===== src/rtl/pcoeff_result_accumulator.sv =====
// Per-batch accumulator of 2^connectCount over the count-connected result stream.
// Optional PCOEFF_CHECKSUM_EN adds a 16-bit rotate-xor checksum of the batch's connect counts.
module pcoeff_result_accumulator #(
   parameter int unsigned SUM_WIDTH   = 48,
   parameter int unsigned COUNT_WIDTH = 32
) (
   input  logic                   clk,
   input  logic                   rst,
   input  logic                   resultValid,
   input  logic [5:0]             connectCount,
   input  logic                   isBatchEnd,
   input  logic                   eccStatus,
   input  logic                   sumReady,
   output logic                   sumValid,
   output logic [SUM_WIDTH-1:0]   sum,
   output logic [COUNT_WIDTH-1:0] validCount,
   output logic                   batchECC,
   output logic                   rangeError,
   output logic                   overflowError
`ifdef PCOEFF_CHECKSUM_EN
   ,
   output logic [15:0]            checksum
`endif
);

   logic                   in_range_c;
   logic [SUM_WIDTH-1:0]   term_c;

   logic                   s1_v;
   logic                   s1_last;
   logic                   s1_ecc;
   logic [SUM_WIDTH-1:0]   s1_term;

   logic [SUM_WIDTH-1:0]   acc_sum;
   logic [COUNT_WIDTH-1:0] acc_cnt;
   logic                   acc_ecc;

   logic [SUM_WIDTH-1:0]   sum_next_c;
   logic [COUNT_WIDTH-1:0] cnt_next_c;
   logic                   ecc_next_c;
   logic                   load_c;
   logic                   overflow_c;

   // Out-of-range counts contribute nothing but still count as valid beats.
   always_comb begin
      in_range_c = 32'(connectCount) < SUM_WIDTH;
      term_c     = '0;
      if (in_range_c)
         term_c = SUM_WIDTH'(1) << connectCount;
   end

   always_ff @(posedge clk or posedge rst) begin
      if (rst) begin
         s1_v       <= 1'b0;
         s1_last    <= 1'b0;
         s1_ecc     <= 1'b0;
         s1_term    <= '0;
         rangeError <= 1'b0;
      end else begin
         s1_v    <= resultValid;
         s1_last <= resultValid & isBatchEnd;
         s1_ecc  <= eccStatus;
         s1_term <= term_c;
         if (resultValid && !in_range_c)
            rangeError <= 1'b1;
      end
   end

   // Running totals including the beat currently in stage 2.
   always_comb begin
      sum_next_c = acc_sum;
      cnt_next_c = acc_cnt;
      ecc_next_c = acc_ecc | s1_ecc;
      if (s1_v) begin
         sum_next_c = acc_sum + s1_term;
         if (!(&acc_cnt))
            cnt_next_c = acc_cnt + COUNT_WIDTH'(1);
      end
      load_c     = s1_last && (!sumValid || sumReady);
      overflow_c = s1_last && sumValid && !sumReady;
   end

   always_ff @(posedge clk or posedge rst) begin
      if (rst) begin
         acc_sum       <= '0;
         acc_cnt       <= '0;
         acc_ecc       <= 1'b0;
         sumValid      <= 1'b0;
         sum           <= '0;
         validCount    <= '0;
         batchECC      <= 1'b0;
         overflowError <= 1'b0;
      end else begin
         if (s1_last) begin
            acc_sum <= '0;
            acc_cnt <= '0;
            acc_ecc <= 1'b0;
         end else begin
            acc_sum <= sum_next_c;
            acc_cnt <= cnt_next_c;
            acc_ecc <= ecc_next_c;
         end

         if (load_c) begin
            sumValid   <= 1'b1;
            sum        <= sum_next_c;
            validCount <= cnt_next_c;
            batchECC   <= ecc_next_c;
         end else if (sumValid && sumReady) begin
            sumValid <= 1'b0;
         end

         if (overflow_c)
            overflowError <= 1'b1;
      end
   end

`ifdef PCOEFF_CHECKSUM_EN
   logic [5:0]  s1_cc;
   logic [15:0] acc_chk;
   logic [15:0] chk_next_c;

   always_comb begin
      chk_next_c = acc_chk;
      if (s1_v)
         chk_next_c = {acc_chk[14:0], acc_chk[15]} ^ {10'b0, s1_cc};
   end

   always_ff @(posedge clk or posedge rst) begin
      if (rst) begin
         s1_cc    <= '0;
         acc_chk  <= '0;
         checksum <= '0;
      end else begin
         s1_cc   <= connectCount;
         acc_chk <= s1_last ? 16'h0000 : chk_next_c;
         if (load_c)
            checksum <= chk_next_c;
      end
   end
`endif

endmodule

===== config.mk =====
export PLATFORM = sky130hd
export DESIGN_NAME = pcoeff_result_accumulator
export DESIGN_NICKNAME = d
export VERILOG_FILES = /design/src/rtl/pcoeff_result_accumulator.sv
export SDC_FILE = /design/constraint.sdc
export NUM_CORES = 1
export LEC_CHECK = 0
export CORE_MARGIN = 4
export CORE_UTILIZATION = 48
export DETAILED_ROUTE_END_ITERATION = 10
export GPL_TIMING_DRIVEN = 0
export PLACE_DENSITY = 0.68
export SYNTH_ARGS = -nofsm -noshare
export SYNTH_HDL_FRONTEND = slang
export SYNTH_SLANG_ARGS = --single-unit

===== constraint.sdc =====
create_clock -name clk -period 15.6 [get_ports clk]
set_clock_uncertainty 0.1 [all_clocks]
set_input_delay 3.12 -clock clk [delete_from_list [all_inputs] [get_ports clk]]
set_output_delay 3.12 -clock clk [all_outputs]
set_load 0.05 [all_outputs]

==> results.sh, run 1 <==
export IMPL_clk_latency_ps=520
export IMPL_ys_types=66
export IMPL_cp_slowest_cell="clkbuf_1"
export IMPL_finalNetCount=1330
export IMPL_syn_nets=1207
export IMPL_p_leak_nw=6.25
export IMPL_critPathMaxStageDelay_ps=540
export IMPL_status="completed"
export IMPL_crit_required_ps=15890
export IMPL_clkTransAtPathRegs_ps=60
export IMPL_dp_hpwl_microns=20700
export IMPL_diodes=0
export IMPL_critPathLaunch="sumReady"
export IMPL_crit_type="input port to register"
export IMPL_crit_end="sum[44]"
export IMPL_r2r_start="s1_term[0]"
export IMPL_first_iter_violations=521
export IMPL_fin_crit_ps=5080
export IMPL_grt_antenna_before_repair=0
export IMPL_r2r_end="sum[46]"
export IMPL_vias_per_cell=5.62
export IMPL_post_route_period_util_pct=32.6
export IMPL_ir_drop_uv=83.5
export IMPL_grt_max_degree=79
export IMPL_finalMaxSlewViolations=0
export IMPL_synth_compound_area_share_pct=15.1
export IMPL_cts_tree="built"
export IMPL_num_rows=54
export IMPL_timing_hold_worst_start="sum[38]"
export IMPL_routed_top_layer="met4"
export IMPL_synth_simple_area_share_pct=18.1
export IMPL_drive_gt1_share_pct=5.98
export IMPL_design_core_area_sq_um=22100
export IMPL_tns_ps=0
export IMPL_final_cell_area_sq_um=13100
export IMPL_holdWs_ps=373
export IMPL_place_area_sq_um=12300
export IMPL_ys_ff_latch=216
export IMPL_power_mw=1.36
export IMPL_die_area_sq_um=25200
export IMPL_dr_wl_met2_microns=12600
export IMPL_wl_microns=28500
export IMPL_synthFlopType="dfrtp_1"
export IMPL_cap_violations=0
export IMPL_ff2ff_setup_slack_ps=11540
export IMPL_grt_pass1_vias=8896
export IMPL_gr_total_overflow=0
export IMPL_synth_edf_count=0
export IMPL_critical_path_cell_chain="clkdlybuf4s50_1 > nand2b_1 > nand2_1 > clkbuf_1 > clkbuf_1 > nor2_1 > mux2i_1 > nand2_1"
export IMPL_post_cts_resize_count=0
export IMPL_die_h_microns=159
export IMPL_area_growth_synth_to_final_pct=19.8
export IMPL_max_freq_ghz=0.197
export IMPL_synth_xor_area_share_pct=5.21
export IMPL_initial_core_util_pct=49.4
export IMPL_netlist_instances=1146
export IMPL_post_route_drc_count=0
export IMPL_io_buffers=95
export IMPL_cts_root_buf="clkbuf_16"
export IMPL_cp_max_fo=10
export IMPL_final_hold_viol_count=0
export IMPL_synthArstFlopShare_pct=100
export IMPL_synthMuxAreaShare_pct=3.53
export IMPL_tightestPinTransition_ps=895
export IMPL_grt_pass1_wl_microns=47100
export IMPL_cellPowerDensity_nw_per_um2=104
export IMPL_arrival_ps=5370
export IMPL_wl_met3_microns=1540
export IMPL_synth_fa_ha_area_share_pct=5.68
export IMPL_hp_class="register to register"
export IMPL_cts_sinks=216
export IMPL_postCtsSetupBuffers=0
export IMPL_avgSynthCellArea_sq_um=9.53
export IMPL_wirelength_met1_microns=13800
export IMPL_synth_top_family_by_area="simple AND/OR/NAND/NOR gates"
export IMPL_rr_worst_depth=11
export IMPL_wire_per_inst_microns=18.2
export IMPL_first_pass_iters=6
export IMPL_seq_area_frac_synth_pct=49.5
export IMPL_syn_cell_area_sq_um=10900
export IMPL_setup_viol=0
export IMPL_startpoint_type="input port"
export IMPL_gp_congestion=0.919
export IMPL_h_tree_depth=1
export IMPL_grt_use_total_pct=22.6
export IMPL_end_kind="register"
export IMPL_clockBufferDepth=3
export IMPL_postCtsHoldBufs=0
export IMPL_cts_buffers=24
export IMPL_slew_headroom_pct=40.3
export IMPL_postRouteAntennaNets=0
export IMPL_rsz0062_at_grt="no"
export IMPL_die_x_microns=159
export IMPL_vias=8806
export IMPL_ys_warn_count=0
export IMPL_pin_count=96
==> how the worst min path moves through the flow <==
| stage | to | slack, ps | cells past startpoint |
|---|---|---|---|
| after global routing | rangeError | 400 | 1 |
| after floorplan | acc_ecc | 340 | 2 |
| after detailed placement | rangeError | 360 | 1 |
| after global placement | rangeError | 350 | 1 |
| final | sum[38] | 370 | 2 |
| after CTS | rangeError | 380 | 1 |
==> cells in the final DEF (no fill, tap or decap), types with 6 or more instances in the layout <==
| master | instances |
|---|---|
| ha_1 | 48 |
| xor2_1 | 32 |
| nand4_1 | 21 |
| inv_1 | 7 |
| nor3_1 | 12 |
| a31oi_1 | 11 |
| mux2i_1 | 34 |
| a21o_1 | 30 |
| a21oi_1 | 70 |
| and4_1 | 6 |
| clkbuf_8 | 6 |
| or3_1 | 7 |
| o21bai_1 | 6 |
| o21ai_0 | 96 |
| nor2_1 | 167 |
| clkdlybuf4s50_1 | 95 |
| clkbuf_16 | 25 |
| clkbuf_1 | 48 |
| nand2_1 | 153 |
| buf_2 | 6 |
| and3_1 | 19 |
| nor2b_1 | 10 |
| nand2b_1 | 9 |
| xnor2_1 | 33 |
| o311ai_0 | 6 |
| nand3_1 | 20 |
| dfrtp_1 | 216 |
==> cell usage after synthesis, types with 3 or more instances <==
master | n | share of area [%]
a211oi_1 | 5 | 0.34
a21o_1 | 30 | 2.1
a21oi_1 | 70 | 3.2
a31oi_1 | 11 | 0.63
and2_1 | 4 | 0.23
and3_1 | 19 | 1.1
and4_1 | 6 | 0.48
buf_2 | 6 | 0.28
buf_4 | 3 | 0.21
buf_6 | 3 | 0.31
clkbuf_1 | 42 | 1.4
dfrtp_1 | 216 | 50
ha_1 | 48 | 5.5
inv_1 | 8 | 0.28
mux2_2 | 4 | 0.41
mux2i_1 | 34 | 3.1
nand2_1 | 153 | 5.3
nand2b_1 | 9 | 0.52
nand3_1 | 20 | 0.92
nand4_1 | 21 | 1.2
nor2_1 | 167 | 5.7
nor2b_1 | 10 | 0.57
nor3_1 | 12 | 0.55
o211ai_1 | 3 | 0.21
o21a_1 | 4 | 0.28
o21ai_0 | 96 | 4.4
o21ai_1 | 5 | 0.23
o21bai_1 | 6 | 0.41
o311ai_0 | 6 | 0.48
o31ai_1 | 5 | 0.34
or2_2 | 4 | 0.23
or3_1 | 7 | 0.40
xnor2_1 | 33 | 2.6
xor2_1 | 32 | 2.6
==> report_power, final <==
group | switching, mW | internal [mW]
sequential | 0.0172 | 0.585
clock | 0.228 | 0.345
combinational | 0.129 | 0.0566
==> flip-flops by register name (all words and copies together), names as in the netlist <==
register       count
acc_cnt           32
s1_term           48
s1_v               1
s1_last            1
overflowError      1
rangeError         1
s1_ecc             1
sum               48
acc_sum           48
acc_ecc            1
batchECC           1
validCount        32
sumValid           1
==> critical path: cells and delay by family <==
kind,cells,cell delay [ps]
buffers and inverters,3,1380
multiplexers,1,150
AND/OR/NAND/NOR,4,710
==> final cells by class <==
type                            instances  area [sq um]
Fill cell                            1897          9010
Sequential cell                       216          5410
Multi-Input combinational cell        862          5190
Timing Repair Buffer                   97          1010
Clock buffer                           35           703
Tap cell                              280           350
Buffer                                 59           284
Clock inverter                          9           100
Inverter                                9          41.3
==> metrics by stage <==
stage	utilization, %	setup slack, ps	cells
finish	59.2	10520	1567
CTS	59.2	10520	1567
global route	59.2	10340	1567
detailed placement	55.6	9990	1523
floorplan	-	6470	1146
global placement	55.3	3630	1521
==> cells by family after synthesis <==
| family | count (synthesis) |
|---|---|
| buffers and inverters | 68 |
| muxes | 38 |
| xor gates and xnor gates | 65 |
| adders and majority gates | 49 |
| DFF | 216 |
| and+or+nand+nor | 442 |
| AOI/OAI and AO/OA | 268 |
==> routing by layer <==
layer  vias to the layer above  GRT usage (%)
li1                       4239              -
met1                      4316           34.4
met2                       216           34.5
met3                        35           3.50
met4                         0           4.89
met5                         -              0
No activity file was read; power rests on OpenSTA's default activity.
==> inputs of run 2 (changes only) <==
==> constraint.sdc (replaced) <==
create_clock -name clk -period 5.19 [get_ports clk]
set_clock_uncertainty 0.1 [all_clocks]
set_input_delay 1.038 -clock clk [delete_from_list [all_inputs] [get_ports clk]]
set_output_delay 1.038 -clock clk [all_outputs]
set_load 0.05 [all_outputs]
==> run 2 against run 1 <==
  * Worst hold slack better by 1.0 ps
  * Cell count grew 0.32%
  * Via count decreased by 0.17%
  * Total power rose to 3.2 times the previous value
  * Sequential cell count unchanged
  * Core utilization increased by 0.86 points
  * Clock power grew to 3.5 times the previous value
  * Critical path type is now register to register
  * Largest power group is now the clock network
  * Highest routed layer unchanged
  * Critical path depth increased by 3
  * Cell area grew 1.5%
  * Critical endpoint is now sum[46]
  * Die area unchanged
  * Non-clock buffer count is 3 higher
==> results.sh, run 2 (same netlist as run 1, synthesis figures left out) <==
export IMPL_status="completed"
export IMPL_path_buf_inv=0
export IMPL_wl_microns=28600
export IMPL_h_tree_depth=1
export IMPL_gp_congestion=0.920
export IMPL_r2r_end="sum[46]"
export IMPL_setup_viol=0
export IMPL_postRouteAntennaNets=0
export IMPL_place_area_sq_um=12300
export IMPL_first_pass_iters=5
export IMPL_grt_pass1_vias=8902
export IMPL_critical_path_cell_chain="ha_1 > fa_1 > a21o_1 > a311o_1 > a31oi_1 > a2111oi_0 > nor3b_2 > o31a_1 > o21ai_1 > or3_1 > nand3_1"
export IMPL_slew_headroom_pct=38.3
export IMPL_final_cell_mix="dfrtp_1, nor2_1, nand2_1, o21ai_0, clkdlybuf4s50_1"
export IMPL_cp_depth=11
export IMPL_diodes=0
export IMPL_grt_use_total_pct=22.6
export IMPL_place_ws_ps=1300
export IMPL_post_route_drc_count=0
export IMPL_p_leak_nw=6.33
export IMPL_cts_tree="built"
export IMPL_post_route_period_util_pct=78.1
export IMPL_gr_total_overflow=0
export IMPL_reg_top3="acc_sum (48), s1_term (48), sum (48)"
export IMPL_ir_drop_uv=285
export IMPL_cap_violations=0
export IMPL_cp_slowest_cell="nor3b_2"
export IMPL_worst_slack_ps=1130
export IMPL_grt_max_degree=43
export IMPL_critPathTopFamily="compound AO/OA/AOI/OAI gates"
export IMPL_timing_hold_worst_start="sum[30]"
export IMPL_finalNetCount=1334
export IMPL_rsz0062_at_grt="no"
export IMPL_vias=8791
export IMPL_tightestPinTransition_ps=914
export IMPL_initial_core_util_pct=49.4
export IMPL_cts_root_buf="clkbuf_16"
export IMPL_max_freq_ghz=0.247
export IMPL_die_h_microns=159
export IMPL_post_cts_resize_count=0
export IMPL_fill_cells=1913
export IMPL_critPathMaxStageDelay_ps=570
export IMPL_final_hold_viol_count=0
export IMPL_grt_antenna_before_repair=0
export IMPL_wire_per_inst_microns=18.2
export IMPL_finalMaxSlewViolations=0
export IMPL_ff2ff_setup_slack_ps=1130
export IMPL_cts_buffers=25
export IMPL_final_common_cell="dfrtp_1"
export IMPL_hold_depth=2
export IMPL_first_iter_violations=573
export IMPL_rr_worst_depth=11
export IMPL_area_growth_synth_to_final_pct=21.6
export IMPL_cp_max_fo=6
export IMPL_vias_per_cell=5.59
export IMPL_cts_sinks=216
export IMPL_pin_count=96
export IMPL_clk_latency_ps=540
export IMPL_cellPowerDensity_nw_per_um2=329
export IMPL_design_core_area_sq_um=22100
export IMPL_die_x_microns=159
export IMPL_crit_type="register to register"
export IMPL_r2r_start="acc_sum[0]"
export IMPL_holdPathEnd="sum[30]"
export IMPL_drive_gt1_share_pct=6.58
export IMPL_postCtsSetupBuffers=0
export IMPL_num_rows=54
export IMPL_arrival_ps=4430
export IMPL_hp_class="register to register"
export IMPL_placed_cells=1526
export IMPL_end_kind="register"
export IMPL_fin_crit_ps=4060
export IMPL_crit_required_ps=5560
export IMPL_clockBufferDepth=3
export IMPL_dp_hpwl_microns=20700
export IMPL_clkTransAtPathRegs_ps=60
export IMPL_die_area_sq_um=25200
export IMPL_io_buffers=95
export IMPL_final_cell_area_sq_um=13300
export IMPL_grt_pass1_wl_microns=47200
export IMPL_stdcell_count=1572
export IMPL_startpoint_type="register"
export IMPL_postCtsHoldBufs=0
run 2: layout make-up:
| type | instances | area (sq um) | area share (%) |
|---|---|---|---|
| plain buffers | 59 | 284 | 2.14 |
| flip-flops and latches | 216 | 5410 | 40.7 |
| multi-input cells | 862 | 5190 | 39.1 |
| well taps | 280 | 350 | 2.64 |
| clock inverters | 15 | 274 | 2.06 |
| repair buffers | 100 | 1050 | 7.92 |
| clock buffers | 31 | 678 | 5.11 |
| inverters | 9 | 37.5 | 0.283 |
run 2: per-stage QoR:
stage | setup TNS [ps] | util, % | power [mW] | hold slack, ps
6_report | 0 | 60.1 | 4.37 | 374
5_1_grt | 0 | 60.1 | 4.54 | 399
4_1_cts | 0 | 60.1 | 4.41 | 374
3_3_place_gp | -84530 | 55.3 | 2.38 | 353
3_5_place_dp | 0 | 55.8 | 2.40 | 358
2_1_floorplan | 0 | - | 2.20 | 344
run 2: report_power, final:
group,internal [mW],switching (mW)
clock network,1.28,0.719
registers,1.76,0.0509
logic,0.173,0.385
total,3.21,1.16
run 2: how the worst max path moves through the flow:
| stage | start | to |
|---|---|---|
| 6_report | acc_sum[0] | sum[46] |
| 2_1_floorplan | rst | acc_cnt[0] |
| 3_5_place_dp | acc_sum[0] | sum[46] |
| 4_1_cts | acc_sum[0] | sum[46] |
| 3_3_place_gp | rst | validCount[24] |
| 5_1_grt | acc_sum[0] | sum[46] |
run 2: worst min-delay path: cells and delay by family (launching register included):
family	cells	cell delay, ps
AND/OR/NAND/NOR	1	40
AO/OA/AOI/OAI	1	60
flip-flops	1	340
run 2: per-layer routing:
layer | global-route usage, % | wire length (microns) | vias to the layer above
li1 | - | - | 4242
met1 | 33.3 | 13800 | 4274
met2 | 35.4 | 12800 | 232
met3 | 3.71 | 1450 | 43
met4 | 4.81 | 589 | 0
met5 | 0 | 0 | -
